**config.mk**
```make
export PLATFORM = sky130hd
export DESIGN_NAME = pmem_line_responder
export DESIGN_NICKNAME = d
export VERILOG_FILES = /design/src/rtl/pmem_line_responder.sv
export SDC_FILE = /design/constraint.sdc
export NUM_CORES = 1
export LEC_CHECK = 0
export ABC_AREA = 1
export ABC_CLOCK_PERIOD_IN_PS = 2950
export BUFFER_PORTS_ARGS = -buffer_cell sky130_fd_sc_hd__buf_2
export CAP_MARGIN = 20
export CORE_AREA = 3 3 279 281
export DETAILED_ROUTE_END_ITERATION = 7
export DIE_AREA = 0 0 282 284
export GPL_TIMING_DRIVEN = 0
export MAX_ROUTING_LAYER = met4
export PLACE_DENSITY_LB_ADDON = 0.08
export SETUP_SLACK_MARGIN = 0.3
export SLEW_MARGIN = 0
export SYNTH_ARGS = -nofsm -noshare
export SYNTH_HDL_FRONTEND = slang
export SYNTH_SLANG_ARGS = --single-unit
```
**constraint.sdc**
```tcl
create_clock -name clk -period 2.95 [get_ports clk]
set_clock_uncertainty 0.05 [all_clocks]
set_input_delay 0.1475 -clock clk [delete_from_list [all_inputs] [get_ports clk]]
set_output_delay 0.1475 -clock clk [all_outputs]
set_load 0.05 [all_outputs]
```
**src/rtl/pmem_line_responder.sv**
```systemverilog
// Responder for the cache pmem line interface: turns one 256-bit line read or write
// into a burst of BEATS memory-side beats and answers with a one-cycle pmem_resp.
module pmem_line_responder #(
    parameter int BEAT_W = 64,
    parameter int BEATS  = 4,
    parameter int OFF_W  = 5
) (
    input  logic                      clk,
    input  logic                      rst,
    input  logic                      pmem_read,
    input  logic                      pmem_write,
    input  logic [31:0]               pmem_address,
    input  logic [BEAT_W*BEATS-1:0]   pmem_wdata,
    output logic [BEAT_W*BEATS-1:0]   pmem_rdata,
    output logic                      pmem_resp,
    output logic                      burst_read,
    output logic                      burst_write,
    output logic [31:0]               burst_address,
    output logic [BEAT_W-1:0]         burst_wdata,
    input  logic [BEAT_W-1:0]         burst_rdata,
    input  logic                      burst_resp
);

    localparam int CNT_W = (BEATS > 1) ? $clog2(BEATS) : 1;

    typedef enum logic [1:0] {
        IDLE,
        RD_BURST,
        WR_BURST,
        RESP
    } state_t;

    state_t                    r_state;
    logic [CNT_W-1:0]          r_beatCnt;
    logic [BEAT_W*BEATS-1:0]   r_lineBuf;
    logic [31:0]               r_burstAddr;
    logic                      r_burstRead;
    logic                      r_burstWrite;
    logic                      r_pmemResp;
    logic                      w_lastBeat;

    assign w_lastBeat = (r_beatCnt == CNT_W'(BEATS - 1));

    // The line buffer serves both directions: read beats land in it, write beats drain from it.
    always_ff @(posedge clk) begin
        if (rst) begin
            r_state      <= IDLE;
            r_beatCnt    <= '0;
            r_lineBuf    <= '0;
            r_burstAddr  <= '0;
            r_burstRead  <= 1'b0;
            r_burstWrite <= 1'b0;
            r_pmemResp   <= 1'b0;
        end else begin
            r_pmemResp <= 1'b0;
            case (r_state)
                IDLE: begin
                    if (pmem_read) begin
                        r_burstAddr <= {pmem_address[31:OFF_W], {OFF_W{1'b0}}};
                        r_beatCnt   <= '0;
                        r_burstRead <= 1'b1;
                        r_state     <= RD_BURST;
                    end else if (pmem_write) begin
                        r_burstAddr  <= {pmem_address[31:OFF_W], {OFF_W{1'b0}}};
                        r_lineBuf    <= pmem_wdata;
                        r_beatCnt    <= '0;
                        r_burstWrite <= 1'b1;
                        r_state      <= WR_BURST;
                    end
                end
                RD_BURST: begin
                    if (burst_resp) begin
                        r_lineBuf[r_beatCnt*BEAT_W +: BEAT_W] <= burst_rdata;
                        if (w_lastBeat) begin
                            r_burstRead <= 1'b0;
                            r_pmemResp  <= 1'b1;
                            r_state     <= RESP;
                        end else begin
                            r_beatCnt <= r_beatCnt + 1'b1;
                        end
                    end
                end
                WR_BURST: begin
                    if (burst_resp) begin
                        if (w_lastBeat) begin
                            r_burstWrite <= 1'b0;
                            r_pmemResp   <= 1'b1;
                            r_state      <= RESP;
                        end else begin
                            r_beatCnt <= r_beatCnt + 1'b1;
                        end
                    end
                end
                RESP: begin
                    r_state <= IDLE;
                end
                default: begin
                    r_state <= IDLE;
                end
            endcase
        end
    end

    assign pmem_rdata    = r_lineBuf;
    assign pmem_resp     = r_pmemResp;
    assign burst_read    = r_burstRead;
    assign burst_write   = r_burstWrite;
    assign burst_address = r_burstAddr;
    assign burst_wdata   = r_lineBuf[r_beatCnt*BEAT_W +: BEAT_W];

endmodule

```
# Yosys cells after proc, flatten, opt, wreduce, memory -nomap -nowiden
# Cells that the tools add are included.
# totals
register_bits,295
out_inout_bits,355
input_bits,357
word_cells,67
# classes
bitwise,2
muxes,25
n_reduce_logical,13
eq_ne,15
add_sub_neg,2
n_shift,3
# op_table
operator,n
two-way mux 256 bit,3
case mux 256 bit (2 select lines),1
bitwise mux 256 bit,1
"variable shift 64 x 34 -> 256 bit, first input constant",1
indexed part select 256 x 9 -> 64 bit,1
indexed part select 64 x 34 -> 256 bit,1
two-way mux 32 bit,2
negator 8 -> 34 bit,1
two-way mux 2 bit,8
"inequality test 2 bit, second input constant",8
AND reduction 4 bit,3
nonzero test 2 bit,4
"== test 2 bit, second input constant",3
two-way mux 1 bit,6
case mux 2 bit (3 select lines),1
AND reduction 5 bit,1
"inequality test 2 x 1 -> 1 bit, second input constant",2
case mux 1 bit (2 select lines),2
case mux 2 bit (2 select lines),1
"inequality test 3 bit, second input constant",1
AND reduction 3 bit,1
OR reduction 3 bit,1
"adder 2 x 1 -> 2 bit, second input constant",1
"== test 2 x 1 -> 1 bit, second input constant",1
other kinds (4),5

# Longest topological paths before layout
# depth
ltp_word,5
depth_mapped,14
ltp_nobuf,9

# Worst setup path before layout
# Ideal clock, no wire load.
# synth_path
path_kind,reg2reg
startpoint,register r_beatCnt[0]
endpoint,"register r_lineBuf[126], in the netlist pmem_rdata[126]"
period_less_slack_ns,2.242
setup_ns,0.064
setup_slack_ns,0.708
required_ns,2.836
arrival_ns,2.128
n_path_buf,7
stages_incl_launch_ff,14
path_cell_list,dfxtp_1 > buf_4 > inv_2 > buf_2 > buf_4 > buf_4 > ha_1 > buf_2 > buf_4 > buf_2 > nand3_1 > o21ai_0 > nor2_1 > nor2_1
# synth_via
elab_chain_cells,5
elab_cells_between_ends,6
classes_between,add/sub: 1; shift: 2; mux: 3
# synth_lines
item,line,source
from (decl),34,logic [CNT_W-1:0] r_beatCnt;
from (signal assigned),79,r_beatCnt <= r_beatCnt + 1'b1;
from (signal assigned),90,r_beatCnt <= r_beatCnt + 1'b1;
negator 8 -> 34 bit *,73,r_lineBuf[r_beatCnt*BEAT_W +: BEAT_W] <= burst_rdata;
indexed part select 64 x 34 -> 256 bit / variable shift 64 x 34 -> 256 bit (equally long branches),73,
bitwise mux 256 bit *,73,
two-way mux 256 bit *,72,if (burst_resp) begin
case mux 256 bit (2 select lines) *,56,case (r_state)
to (signal assigned),65,r_lineBuf <= pmem_wdata;
"to (signal, indexed assignment)",73,
to (decl),35,logic [BEAT_W*BEATS-1:0] r_lineBuf;
# Every way passes the cells marked *; elsewhere a longest branch is shown, timed or not. The select of a mux whose other input is x is not followed.
# A chain may end at the register's enable or synchronous reset.

# Worst setup path after layout
# layout_path
startpoint,register r_beatCnt[1]
endpoint,output burst_wdata[7]
# layout_via
elab_chain_cells,1
# layout_lines
item,line,source
indexed part select 256 x 9 -> 64 bit,109,assign burst_wdata = r_lineBuf[r_beatCnt*BEAT_W +: BEAT_W];
to (decl),19,"output logic [BEAT_W-1:0] burst_wdata,"
# No other way between the ends.

==> reports/results.txt <==
Placer Congestion: 0.8856
I/O pins: 712
Synth warn: 0
Die Area: 0.08009 mm2
Number of global-route vias before repair: 23870
Worst skew pair latency: 0.57 ns
Final Hold Viols: 0
Slew Limit Headroom: 46.58%
Filler instances: 8554
Initial Util: 24.49%
CP Launch Type: flop
Top cells by area, synth: dfxtp_1 31%, nand2_1 22%, nor2_1 11%
Via count: 25054
Sequential Power Share: 17.5%
CTS Buffer Depth: 3
Reg2Reg Depth: 13
Synthesis-stage register bit count: 290
Util after Layout: 38.48%
CTS H-tree lvls: 2
Sw power: 26.09 mW
Gate Count Post-Synth: 3199
Remaining DRCs: 0
Largest net degree at the start of global routing: 13
Unrepaired setup endpoints after global routing: yes
Die H: 284 um
Initial drt markers: 1779
Hold_sp: burst_rdata[30]
Critical Path AT: 2.40 ns
CTS Buf Count: 42
Multi-input gate area: 0.01030 mm2
Die width: 282 um
Seq/Total Area, Yosys: 31.31%
Crit share post-route: 88.19%
Min Tclk post-route: 2.602 ns
Seq. cell area: 0.005807 mm2
Core footprint: 0.07570 mm2
Worst-path fanout max: 10
GRT Overall Usage: 31.60%
Outcome: finished, final reports clean
Maxcap violations: 0
FF-to-FF Start: r_beatCnt[0]$_SDFFE_PP0P_
R2R Setup Slk: 0.39 ns
Syn_area_per_cell: 5.796 um2
Worst hold path cell count: 5
Max Fclk: 0.3844 GHz
Grt ovf: 0
First-pass GRT wire length: 176200 um
FP Rows: 101
Critical Path RT: 2.75 ns
Root buffer cell: clkbuf_16
PD cells: 1471 mW/mm2
Area Overhead vs Synth: 57.08%
Pins Over Slew Limit: 0
Crit Path Category: flop to primary output
Yosys top cell area share: 31.31%
Post-synth top area cell: dfxtp_1
Type of element capturing the critical path: primary output
Initial antenna violation count: 8
Post-detailed-route count of antenna-violating nets: 0
Clock share of power: 12.6%
Net Sw Frac: 60.89%
Comb pwr share: 69.9%
NumNets Final: 4691
Min-Delay Path Class: input pin to flop
Avg Vias per Cell: 4.692
Setup ws final: 0.3483 ns
# setup viols final: 0
Port bufs: 701
HPWL Detailed: 96600 um
Number of clock sinks: 290
Layout cell share with drive strength beyond 1: 23.87%
Place WS: -1.016 ns
Total Wirelength: 128600 um
Setup TNS: 0 ns
Mapped cell area: 0.01854 mm2
Detailed Routing Iterations Pass 1: 5
Reg-to-Reg End: pmem_rdata[210]$_SDFFE_PP0P_
Average wire per standard cell: 24.08 um
Peak VDD IR: 0.5909 mV
Leakage power: 15.38 nW
Pint: 16.76 mW
Tightest Pin Transition: 0.8014 ns
Clk pin slew, worst setup/hold paths: 0.06 ns
Hold slack: 0.03635 ns
Hold EP: pmem_rdata[222]$_SDFFE_PP0P_
CTS tree: yes
Library cells used by synthesis: 28
==> state kept, by name, indices dropped and copies added, names as in the netlist <==
signal and count:
r_state 2, burst_read 1, pmem_rdata 256, burst_write 1, pmem_resp 1, burst_address 27
r_beatCnt 2
==> metal layers <==
layer	vias to the layer above	global-route usage (%)	wire [um]
li1	12136	-	-
met4	0	10.72	4762
met2	1006	52.48	61320
met3	189	4.772	8122
met1	11723	38.96	54400
met5	-	-	0
==> cell type report <==
type	instances	share of cell area, %
Tap cell	978	4.201
Buffer	248	5.787
Clock inverter	8	0.3093
Timing Repair Buffer	1079	25.81
Clock buffer	67	4.631
Multi-Input combinational cell	2364	35.35
Sequential cell	290	19.94
Inverter	301	3.931
Antenna cell	5	0.04296
==> metrics by stage <==
step,cell area [um2],total power [mW],instances
5_1_grt,29120,45.02,5338
6_report,29130,42.84,5340
3_5_place_dp,23600,35.95,4900
2_1_floorplan,18560,25.80,3203
3_3_place_gp,23290,35.64,4882
4_1_cts,29000,42.63,5335
==> synth_stat cells, drive strengths merged <==
master,instances
o21ai,223
clkbuf,77
inv,301
ha,8
nor3,1
a21oi,220
nor4,1
buf,171
dfxtp,290
nor2,521
nand2,1114
nand3,141
nand4,2
nand3b,128
conb,1
==> worst max-delay path: stages (launching register included) <==
cell and delay [ns]:
dfxtp_1 0.32, inv_1 0.11, clkbuf_2 0.22, buf_2 0.32
buf_8 0.20, a21oi_1 0.06, a21oi_1 0.28, buf_2 0.33
==> layout by cell type, fill, tap and decap left out, types with 4 or more instances in the layout <==
cell,synthesis,layout
a21oi_1,220,211
a21oi_2,0,9
buf_12,0,8
buf_16,0,4
buf_2,108,759
buf_4,24,63
buf_6,31,47
buf_8,0,16
clkbuf_1,75,48
clkbuf_16,0,45
clkbuf_2,2,21
clkbuf_4,0,23
clkbuf_8,0,14
clkinv_2,0,6
conb_1,1,5
dfxtp_1,290,289
diode_2,0,5
dlygate4sd3_1,0,346
ha_1,8,8
inv_1,294,293
inv_2,6,4
nand2_1,1111,1111
nand3_1,136,135
nand3b_1,128,128
nor2_1,519,519
o21ai_0,205,188
o21ai_1,17,32
==> kinds of logic (layout without fill, tap and decap cells) <==
logic type      Yosys count  count (layout)  share of synthesized area, %
simple gates           1908            1908                         42.54
buf+inv                 549            1703                         13.61
compound gates          443             443                         11.98
flops                   290             290                         31.31
fa+ha+maj                 8               8                        0.5399
other cells               1              10                       0.02022
==> repair_timing <==
| action | 4_1_cts | 5_1_grt |
|---|---|---|
| endpoints found under the setup margin | 321 | 242 |
| hold endpoints to repair | 286 | 0 |
| buffers inserted | 13 | 0 |
| pin swaps | 5 | 0 |
| hold buffers | 346 | 0 |
| resized for setup | 135 | 69 |
| cloned | 1 | 0 |
==> power by group through the flow <==
stage	clock, mW	sequential [mW]	combinational, mW
after floorplan	0	13.2	12.6
after global placement	0	7.49	28.1
after detailed placement	0	7.50	28.4
after CTS	5.50	7.43	29.7
after global routing	5.63	7.65	31.7
final	5.40	7.48	30.0
==> worst max path at each step <==
stage,start,to,slack (ns),cells past startpoint
2_1_floorplan,r_beatCnt[0]$_SDFFE_PP0P_,pmem_rdata[126]$_SDFFE_PP0P_,0.71,13
3_3_place_gp,r_beatCnt[0]$_SDFFE_PP0P_,pmem_rdata[79]$_SDFFE_PP0P_,-1.03,12
3_5_place_dp,r_beatCnt[0]$_SDFFE_PP0P_,pmem_rdata[79]$_SDFFE_PP0P_,-1.02,12
4_1_cts,r_beatCnt[0]$_SDFFE_PP0P_,pmem_rdata[70]$_SDFFE_PP0P_,0.27,13
5_1_grt,r_beatCnt[1]$_SDFFE_PP0P_,burst_wdata[5],0.26,7
6_report,r_beatCnt[1]$_SDFFE_PP0P_,burst_wdata[7],0.35,7
No activity file was read; power rests on OpenSTA's default activity.
